`config.mk`:
```
export PLATFORM = sky130hd
export DESIGN_NAME = learn_sweep_seq
export DESIGN_NICKNAME = d
export VERILOG_FILES = /design/src/rtl/learn_pkg.sv /design/src/rtl/learn_sweep_seq_peak_meas.sv /design/src/rtl/learn_sweep_seq.sv
export SDC_FILE = /design/constraint.sdc
export NUM_CORES = 1
export LEC_CHECK = 0
export CORE_MARGIN = 5
export CORE_UTILIZATION = 60
export CTS_CLUSTER_DIAMETER = 200
export DETAILED_ROUTE_END_ITERATION = 8
export HOLD_SLACK_MARGIN = 0.08
export PLACE_DENSITY = 0.79
export REMOVE_ABC_BUFFERS = 1
export SLEW_MARGIN = 15
export SYNTH_ARGS = -nofsm -noshare
export SYNTH_HDL_FRONTEND = slang
export SYNTH_SLANG_ARGS = --single-unit
```
`constraint.sdc`:
```
create_clock -name clk_50m -period 6.7 [get_ports clk_50m]
set_input_delay 1.675 -clock clk_50m [delete_from_list [all_inputs] [get_ports clk_50m]]
set_output_delay 1.675 -clock clk_50m [all_outputs]
set_load 0.05 [all_outputs]
```
`src/rtl/learn_pkg.sv`:
```
// Shared types and constants for the learn sweep sequencer and its peak detector.
package learn_pkg;

  localparam int AMP_W       = 10;
  localparam int ACC_W       = 12;
  localparam int IDX_W       = 4;
  localparam int N_STEPS_DEF = 10;
  localparam int START_CODE  = 10;
  localparam int FREQ_STEP   = 2;

  typedef enum logic [2:0] {
    ST_IDLE   = 3'd0,
    ST_ARM    = 3'd1,
    ST_SETTLE = 3'd2,
    ST_MEAS   = 3'd3,
    ST_STORE  = 3'd4,
    ST_STEP   = 3'd5,
    ST_FINISH = 3'd6
  } state_t;

endpackage

```
`src/rtl/learn_sweep_seq_peak_meas.sv`:
```
// Running max/min tracker of ADC samples; clear restarts a measurement window.
module peak_meas
  import learn_pkg::*;
(
  input  logic             clk_50m,
  input  logic             rst_n,
  input  logic             clear,
  input  logic             adc_valid,
  input  logic [AMP_W-1:0] adc_data,
  output logic [AMP_W-1:0] max_val,
  output logic [AMP_W-1:0] min_val,
  output logic             seen
);

  // Trackers start at opposite extremes so the first sample sets both.
  always_ff @(posedge clk_50m) begin
    if (!rst_n || clear) begin
      max_val <= '0;
      min_val <= '1;
      seen    <= 1'b0;
    end else if (adc_valid) begin
      if (adc_data > max_val) max_val <= adc_data;
      if (adc_data < min_val) min_val <= adc_data;
      seen <= 1'b1;
    end
  end

endmodule

```
`src/rtl/learn_sweep_seq.sv`:
```
// Learn sweep sequencer: steps the DDS frequency and records ADC amplitude per step.
// LEARN_AVG_EN: average four measurement windows per step.
// Handshake: start/abort are single-cycle strobes, abort wins; adc_valid qualifies adc_data.
module learn_sweep_seq
  import learn_pkg::*;
#(
  parameter int N_STEPS    = N_STEPS_DEF,
  parameter int SETTLE_CYC = 4096,
  parameter int MEAS_CYC   = 65536,
  parameter int PULSE_W    = 2,
  parameter int ARM_CYC    = 16
) (
  input  logic             clk_50m,
  input  logic             rst_n,
  input  logic             start,
  input  logic             abort,
  input  logic             adc_valid,
  input  logic [AMP_W-1:0] adc_data,
  output logic             learn_en,
  output logic             next_freq,
  output logic             busy,
  output logic             done,
  output logic             res_valid,
  input  logic [IDX_W-1:0] rd_addr,
  output logic [AMP_W-1:0] rd_data,
  output logic [2:0]       dbg_state
);

  localparam int CNT_W = $clog2(ARM_CYC + SETTLE_CYC + MEAS_CYC + PULSE_W + 1);
  localparam logic [CNT_W-1:0] ARM_LAST    = CNT_W'(ARM_CYC - 1);
  localparam logic [CNT_W-1:0] SETTLE_LAST = CNT_W'(SETTLE_CYC - 1);
  localparam logic [CNT_W-1:0] MEAS_LAST   = CNT_W'(MEAS_CYC - 1);
  localparam logic [CNT_W-1:0] PULSE_LAST  = CNT_W'(PULSE_W - 1);
  localparam logic [IDX_W-1:0] IDX_LAST    = IDX_W'(N_STEPS - 1);

  state_t           state, state_next;
  logic [CNT_W-1:0] cnt;
  logic [IDX_W-1:0] idx;
  logic [AMP_W-1:0] tbl [2**IDX_W];
  logic [AMP_W-1:0] pk_max, pk_min, amp, store_val;
  logic             pk_seen, pk_clear, meas_valid, last_win;

  assign pk_clear   = (state == ST_SETTLE) || (state == ST_STORE);
  assign meas_valid = adc_valid && (state == ST_MEAS);
  assign amp        = pk_seen ? (pk_max - pk_min) : '0;
  assign dbg_state  = state;

  peak_meas u_peak (
    .clk_50m   (clk_50m),
    .rst_n     (rst_n),
    .clear     (pk_clear),
    .adc_valid (meas_valid),
    .adc_data  (adc_data),
    .max_val   (pk_max),
    .min_val   (pk_min),
    .seen      (pk_seen)
  );

`ifdef LEARN_AVG_EN
  logic [1:0]       win;
  logic [ACC_W-1:0] acc, acc_sum, acc_rnd;

  assign acc_sum   = acc + ACC_W'(amp);
  assign acc_rnd   = acc_sum + ACC_W'(2);
  assign store_val = acc_rnd[ACC_W-1:2];
  assign last_win  = (win == 2'd3);

  always_ff @(posedge clk_50m) begin
    if (!rst_n || state == ST_SETTLE) begin
      win <= '0;
      acc <= '0;
    end else if (state == ST_STORE) begin
      win <= win + 2'd1;
      acc <= last_win ? '0 : acc_sum;
    end
  end
`else
  assign store_val = amp;
  assign last_win  = 1'b1;
`endif

  always_comb begin
    state_next = state;
    case (state)
      ST_IDLE:   if (start) state_next = ST_ARM;
      ST_ARM:    if (cnt == ARM_LAST) state_next = ST_SETTLE;
      ST_SETTLE: if (cnt == SETTLE_LAST) state_next = ST_MEAS;
      ST_MEAS:   if (cnt == MEAS_LAST) state_next = ST_STORE;
      ST_STORE: begin
        if (!last_win)            state_next = ST_MEAS;
        else if (idx == IDX_LAST) state_next = ST_FINISH;
        else                      state_next = ST_STEP;
      end
      ST_STEP:   if (cnt == PULSE_LAST) state_next = ST_SETTLE;
      ST_FINISH: state_next = ST_IDLE;
      default:   state_next = ST_IDLE;
    endcase
    if (abort) state_next = ST_IDLE;
  end

  // Outputs are registered from the next state so they align with state entry.
  always_ff @(posedge clk_50m) begin
    if (!rst_n) begin
      state     <= ST_IDLE;
      cnt       <= '0;
      idx       <= '0;
      learn_en  <= 1'b0;
      next_freq <= 1'b0;
      busy      <= 1'b0;
      done      <= 1'b0;
      res_valid <= 1'b0;
      rd_data   <= '0;
      for (int i = 0; i < 2**IDX_W; i++) tbl[i] <= '0;
    end else begin
      state <= state_next;
      if (state_next != state) cnt <= '0;
      else if (cnt != '1)      cnt <= cnt + 1'b1;

      if (state == ST_IDLE) idx <= '0;
      else if (state == ST_STEP && state_next == ST_SETTLE) idx <= idx + 1'b1;

      if (state == ST_STORE && last_win) tbl[idx] <= store_val;

      learn_en  <= (state_next != ST_IDLE) && (state_next != ST_FINISH);
      next_freq <= (state_next == ST_STEP);
      busy      <= (state_next != ST_IDLE);
      done      <= (state_next == ST_FINISH);

      if (state_next == ST_FINISH) res_valid <= 1'b1;
      else if ((abort && state != ST_IDLE) || state_next == ST_ARM) res_valid <= 1'b0;

      rd_data <= (32'(rd_addr) < N_STEPS) ? tbl[rd_addr] : '0;
    end
  end

endmodule

```
==> qor.tcl, run 1 <==
set qor(critical_path_buf_inv_count) 1
set qor(drt_first_iter_violations) 574
set qor(post-route-period-util) 0.562
set qor(tritoncts) {yes}
set qor(cp_top_family) {buffers and inverters}
set qor(crit_start) {dbg_state[0]$_SDFF_PN0_}
set qor(maximum_resistive_drop_on_vdd_v) 0.000186
set qor(clk_latency_ns) 0.42
set qor(worst_r2r_path_depth) 7
set qor(synthToLayoutAreaGrowth_pct) 12.8
set qor(setup.worst_path.end_class) {output pin}
set qor(crit_path_start_kind) {flop}
set qor(grt_pass1_vias) 5855
set qor(post-route-util) 0.693
set qor(max_freq_ghz) 0.266
set qor(drive_gt1_frac) 0.0881
set qor(detail_route.wl_per_cell_um) 18.5
set qor(slew_headroom) 0.322
set qor(r2r_slack_ns) 3.92
set qor(post_drt_via_cell_ratio) 6.01
set qor(fp.dieArea_um2) 16000
set qor(num_io_pins) 37
set qor(die_w_um) 126
set qor(timing_worst_slew_pin_value_ns) 1.01
set qor(groute.usage.overall) 0.232
set qor(ctsResizeCount) 0
set qor(antenna_cells) 0
set qor(post_cts.repair.setup_buffers) 0
set qor(number_of_instances_in_the_synthesized_netlist) 770
set qor(synth.cells.most_frequent) {148 x sky130_fd_sc_hd__nor2_1, 100 x sky130_fd_sc_hd__edfxtp_1, 60 x sky130_fd_sc_hd__dfxtp_1}
set qor(critical_path.max_stage_delay_ns) 0.93
set qor(async_reset_ff_frac) 0
set qor(place.detailed.hpwl_um) 12700
set qor(criticalPathCategory) {reg -> out}
set qor(drv.max_cap_violation_count) 0
set qor(fin_setup_tns_ns) 0
set qor(seq_area_frac_synth) 0.517
set qor(ant_nets) 0
set qor(worst_clock_skew_ns) 0.00861
set qor(route.vias.total) 5839
set qor(firstDrtPassIters) 6
set qor(row_count) 42
set qor(synth_edf_count) 100
set qor(cts_max_level) 4
set qor(pwr_cell_area_nw_per_um2) 244
set qor(fin_crit_ns) 3.76
set qor(critical_path_depth) 1
set qor(timing.critical_path.to) {dbg_state[0]}
set qor(p_leak_nw) 3.35
set qor(synth.largest_area_cell) {sky130_fd_sc_hd__edfxtp_1}
set qor(clock_root_buffer) {sky130_fd_sc_hd__clkbuf_16}
set qor(cts_buffers) 17
set qor(final_nets) 838
set qor(post-route-drc-count) 0
set qor(setup_repair_after_global_routing_missed_its_margin) {no}
set qor(synth_top_area_frac) 0.369
set qor(grt_pass1_wl_um) 29500
set qor(crit_required_ns) 5.03
set qor(core-area_um2) 13200
set qor(cp_data_arrival_time_ns) 2.09
set qor(synthDistinctLibCells) 64
set qor(ys_dominant_reg_cell) {sky130_fd_sc_hd__edfxtp_1}
set qor(hold_buffers) 0
set qor(clock-sinks) 160
set qor(synth.most_common_cell) {sky130_fd_sc_hd__nor2_1}
set qor(numPortBuffers) 36
set qor(synthesis.area_per_instance_um2) 10.6
set qor(cp_cell_sequence) {clkdlybuf4s50_1}
set qor(gp_congestion) 0.876
set qor(overflow) 0
set qor(antenna_found_initial) 0
set qor(chipHeight_um) 126
set qor(hold_viol_final) 0
set qor(clk_pin_slew_worst_paths_ns) 0.06
set qor(worst_path_cell_with_the_longest_stage_delay) {sky130_fd_sc_hd__clkdlybuf4s50_1}
set qor(cts_buffer_depth) 2
set qor(critical_path_peak_fanout) 15
set qor(hold_path.class) {reg -> reg}
set qor(ys_ff_latch) 160
set qor(initial_utilization) 0.614
set qor(mappedNetlistArea_um2) 8130
set qor(r2r-start) {u_peak.min_val[4]$_SDFFE_PP1P_}
set qor(synthTopCellsByArea) {sky130_fd_sc_hd__edfxtp_1 37%, sky130_fd_sc_hd__dfxtp_1 15%, sky130_fd_sc_hd__nor2_1 6.8%, sky130_fd_sc_hd__ha_1 5.5%, sky130_fd_sc_hd__mux4_2 5.5%}
set qor(pin_count_of_the_biggest_net_entering_global_routing) 32
set qor(synth_warnings) 0
set qor(routed_wirelength_um) 17900
set qor(status) {completed}
set qor(setup_viol) 0
set qor(critical_path.reg2reg.endpoint) {tbl[9][7]$_SDFFCE_PN0P_}
set qor(final_max_slew_viol_count) 0
[metrics by stage]
stage	cell area [um2]	setup WS, ns	total power [mW]	cells	hold WS (ns)
after floorplan	7930	3.12	1.19	721	0.470
after global placement	8550	2.61	1.25	939	0.485
after detailed placement	8550	2.52	1.25	939	0.487
after CTS	9170	2.96	2.25	971	0.497
after global routing	9170	2.76	2.31	971	0.533
final	9170	2.94	2.24	971	0.498
[layer usage]
| metal | up-vias | GRT usage | routed length, um |
|---|---|---|---|
| met5 | - | 0 | 0 |
| met4 | 0 | 0.0852 | 280 |
| met3 | 27 | 0.0500 | 1140 |
| met2 | 247 | 0.413 | 9590 |
| met1 | 2786 | 0.277 | 6940 |
| li1 | 2779 | - | - |
[sequential cells by signal, indices dropped and copies added, names as in the netlist]
signal / cells
next_freq: 1
idx: 4
cnt: 17
u_peak.min_val: 10
rd_data: 10
learn_en: 1
u_peak.seen: 1
res_valid: 1
u_peak.max_val: 10
tbl: 100
done: 1
busy: 1
dbg_state: 3
[how the worst min path moves through the flow]
stage	slack, ns	cells past startpoint	endpoint	from
global placement	0.49	2	u_peak.max_val[3]$_SDFFE_PP0P_	u_peak.max_val[3]$_SDFFE_PP0P_
floorplan	0.47	2	u_peak.max_val[0]$_SDFFE_PP0P_	u_peak.max_val[0]$_SDFFE_PP0P_
CTS	0.50	2	u_peak.max_val[3]$_SDFFE_PP0P_	u_peak.max_val[3]$_SDFFE_PP0P_
detailed placement	0.49	2	u_peak.max_val[3]$_SDFFE_PP0P_	u_peak.max_val[3]$_SDFFE_PP0P_
global route	0.53	2	u_peak.max_val[4]$_SDFFE_PP0P_	u_peak.max_val[4]$_SDFFE_PP0P_
finish	0.50	2	u_peak.max_val[3]$_SDFFE_PP0P_	u_peak.max_val[3]$_SDFFE_PP0P_
[kinds of logic after synthesis]
logic type	after synthesis	synth area share
buffers and inverters	78	0.0385
adder cells (fa/ha/maj)	37	0.0579
AO/OA/AOI/OAI	96	0.0794
multiplexers	51	0.0936
flip-flops	160	0.517
XOR/XNOR	21	0.0226
AND/OR/NAND/NOR	327	0.191
[cell usage in the layout, fill, tap and decap left out, types with 19 or more instances in the layout]
master / n
sky130_fd_sc_hd__a21oi_1: 20
sky130_fd_sc_hd__and2_1: 20
sky130_fd_sc_hd__clkdlybuf4s50_1: 35
sky130_fd_sc_hd__dfxtp_1: 60
sky130_fd_sc_hd__edfxtp_1: 100
sky130_fd_sc_hd__ha_1: 36
sky130_fd_sc_hd__inv_1: 29
sky130_fd_sc_hd__mux2i_1: 31
sky130_fd_sc_hd__mux4_2: 20
sky130_fd_sc_hd__nand2_1: 54
sky130_fd_sc_hd__nand3_1: 30
sky130_fd_sc_hd__nor2_1: 148
sky130_fd_sc_hd__nor3_1: 19
sky130_fd_sc_hd__o21ai_0: 21
[where the power goes]
group | internal (mW) | switching, mW | leakage [nW] | total [mW]
sequential | 1.08 | 0.0132 | 1.46 | 1.09
combinational | 0.0591 | 0.0819 | 1.60 | 0.141
clock | 0.633 | 0.372 | 0.292 | 1.01
total | 1.77 | 0.468 | 3.35 | 2.24
[tightest hold or removal path: stages, from the launching register on]
cell and delay (ns):
sky130_fd_sc_hd__dfxtp_1 0.32, sky130_fd_sc_hd__o21ai_0 0.07, sky130_fd_sc_hd__a21oi_1 0.06
[layout make-up]
type                       instances  area (um2)
clock inverter                    10         161
timing repair buffer              42         400
tap                              176         220
multi-input combinational        532        3620
sequential                       160        4200
inverter                          29         109
fill                             966        4070
clock buffer                      22         454
Note: power is estimated with default switching activity, not from simulation.
==> run 2: changes to the inputs <==
- CORE_UTILIZATION: 60 -> 54
- PLACE_DENSITY: 0.79 -> 0.75
- clock period: 6.7 -> 3.3 ns (I/O delays scaled with it)
==> qor.tcl, run 2 (synthesis gave the netlist of run 1 again) <==
set qor(timing_worst_slew_pin_value_ns) 0.764
set qor(post-route-util) 0.632
set qor(setup_repair_after_global_routing_missed_its_margin) {no}
set qor(worst_clock_skew_ns) 0.00765
set qor(post-route-period-util) 0.869
set qor(cp_data_arrival_time_ns) 2.04
set qor(row_count) 44
set qor(hold_depth) 2
set qor(status) {completed}
set qor(fin_setup_tns_ns) 0
set qor(detailed_place.area_um2) 8660
set qor(groute.usage.overall) 0.204
set qor(antenna_cells) 0
set qor(post_cts.repair.setup_buffers) 0
set qor(clock-sinks) 160
set qor(cts_buffer_depth) 2
set qor(criticalPathCategory) {reg -> out}
set qor(clk_pin_slew_worst_paths_ns) 0.06
set qor(cts_max_level) 4
set qor(grt_pass1_vias) 5947
set qor(p_leak_nw) 3.38
set qor(worst_r2r_path_depth) 10
set qor(critical_path.max_stage_delay_ns) 0.92
set qor(firstDrtPassIters) 5
set qor(route.vias.total) 5922
set qor(final_cell_mix) {148 x sky130_fd_sc_hd__nor2_1, 100 x sky130_fd_sc_hd__edfxtp_1, 60 x sky130_fd_sc_hd__dfxtp_1}
set qor(crit_required_ns) 2.47
set qor(maximum_resistive_drop_on_vdd_v) 0.000378
set qor(core-area_um2) 14600
set qor(fp.dieArea_um2) 17600
set qor(critical_path_buf_inv_count) 1
set qor(critical_path_depth) 1
set qor(place.detailed.hpwl_um) 12600
set qor(numPortBuffers) 36
set qor(largest_register_ffs) 100
set qor(tritoncts) {yes}
set qor(fin_crit_ns) 2.87
set qor(grt_pass1_wl_um) 29100
set qor(final_max_slew_viol_count) 0
set qor(hold_buffers) 0
set qor(drive_gt1_frac) 0.103
set qor(drt_first_iter_violations) 400
set qor(initial_utilization) 0.555
set qor(synthToLayoutAreaGrowth_pct) 13.8
set qor(drv.max_cap_violation_count) 0
set qor(pwr_cell_area_nw_per_um2) 482
set qor(slew_headroom) 0.488
set qor(max_freq_ghz) 0.349
set qor(final_nets) 851
set qor(report.power.total_mw) 4.46
set qor(worst_path_cell_with_the_longest_stage_delay) {sky130_fd_sc_hd__clkdlybuf4s50_1}
set qor(ant_nets) 0
set qor(antenna_found_initial) 0
set qor(cp_top_family) {buffers and inverters}
set qor(setup_viol) 0
set qor(clk_latency_ns) 0.43
set qor(cp_cell_sequence) {clkdlybuf4s50_1}
set qor(largest_registers) {tbl (100), cnt (17)}
set qor(overflow) 0
set qor(top_register_by_number_of_flip_flops) {tbl}
set qor(clock_root_buffer) {sky130_fd_sc_hd__clkbuf_16}
set qor(crit_path_start_kind) {flop}
set qor(ctsResizeCount) 0
set qor(post-route-cell-area_um2) 9250
set qor(cts_buffers) 17
set qor(routed_wirelength_um) 17200
set qor(post-route-drc-count) 0
set qor(pin_count_of_the_biggest_net_entering_global_routing) 32
set qor(setup.worst_path.end_class) {output pin}
set qor(detail_route.wl_per_cell_um) 17.4
set qor(gp_congestion) 0.900
set qor(die_w_um) 133
set qor(critical_path_peak_fanout) 15
set qor(hold_viol_final) 0
set qor(post_drt_via_cell_ratio) 5.97
set qor(fin_worst_hold_slack_ns) 0.506
set qor(hold_path.class) {reg -> reg}
set qor(num_io_pins) 37
set qor(layout.cells.most_common) {sky130_fd_sc_hd__nor2_1}
set qor(chipHeight_um) 133
-- run 2: changes by cell type in the layout (fill, tap and decap cells not counted), sizes merged --
| cell | change |
|---|---|
| clkinv | -1 |
| bufinv | -1 |
| buf | +13 |
| clkinvlp | +1 |
| inv | +1 |
-- run 2: area by class of cell --
cell class,instances,area [um2]
clock buffers,22,444
clock inverters,10,139
fillers,1145,5390
inverters,29,109
multi-input cells,532,3630
flip-flops and latches,160,4200
well taps,184,230
repair buffers,55,498
-- run 2: worst paths after layout --
check	start	endpoint	slack, ns
min reg2reg	u_peak.max_val[0]$_SDFFE_PP0P_	u_peak.max_val[0]$_SDFFE_PP0P_	0.51
max reg2reg	cnt[0]$_SDFFE_PP0P_	cnt[15]$_SDFFE_PP0P_	0.73
max	dbg_state[0]$_SDFF_PN0_	dbg_state[0]	0.43
min	u_peak.max_val[0]$_SDFFE_PP0P_	u_peak.max_val[0]$_SDFFE_PP0P_	0.51
-- run 2: per-stage QoR --
step,setup slack (ns),instances
3_3_place_gp,0.293,960
3_5_place_dp,0.114,960
6_report,0.432,992
2_1_floorplan,0.106,721
4_1_cts,0.462,992
5_1_grt,0.301,992
-- run 2: routing by layer --
metal / vias up / share of wire / global-route usage
li1: 2816 / - / -
met1: 2895 / 0.42 / 0.258
met2: 180 / 0.51 / 0.349
met3: 31 / 0.055 / 0.0402
met4: 0 / 0.017 / 0.0745
met5: - / 0 / 0
-- run 2: power breakdown --
part	internal [mW]	switching, mW	total [mW]
Combinational	0.121	0.166	0.287
Clock	1.19	0.770	1.96
Sequential	2.19	0.0249	2.21
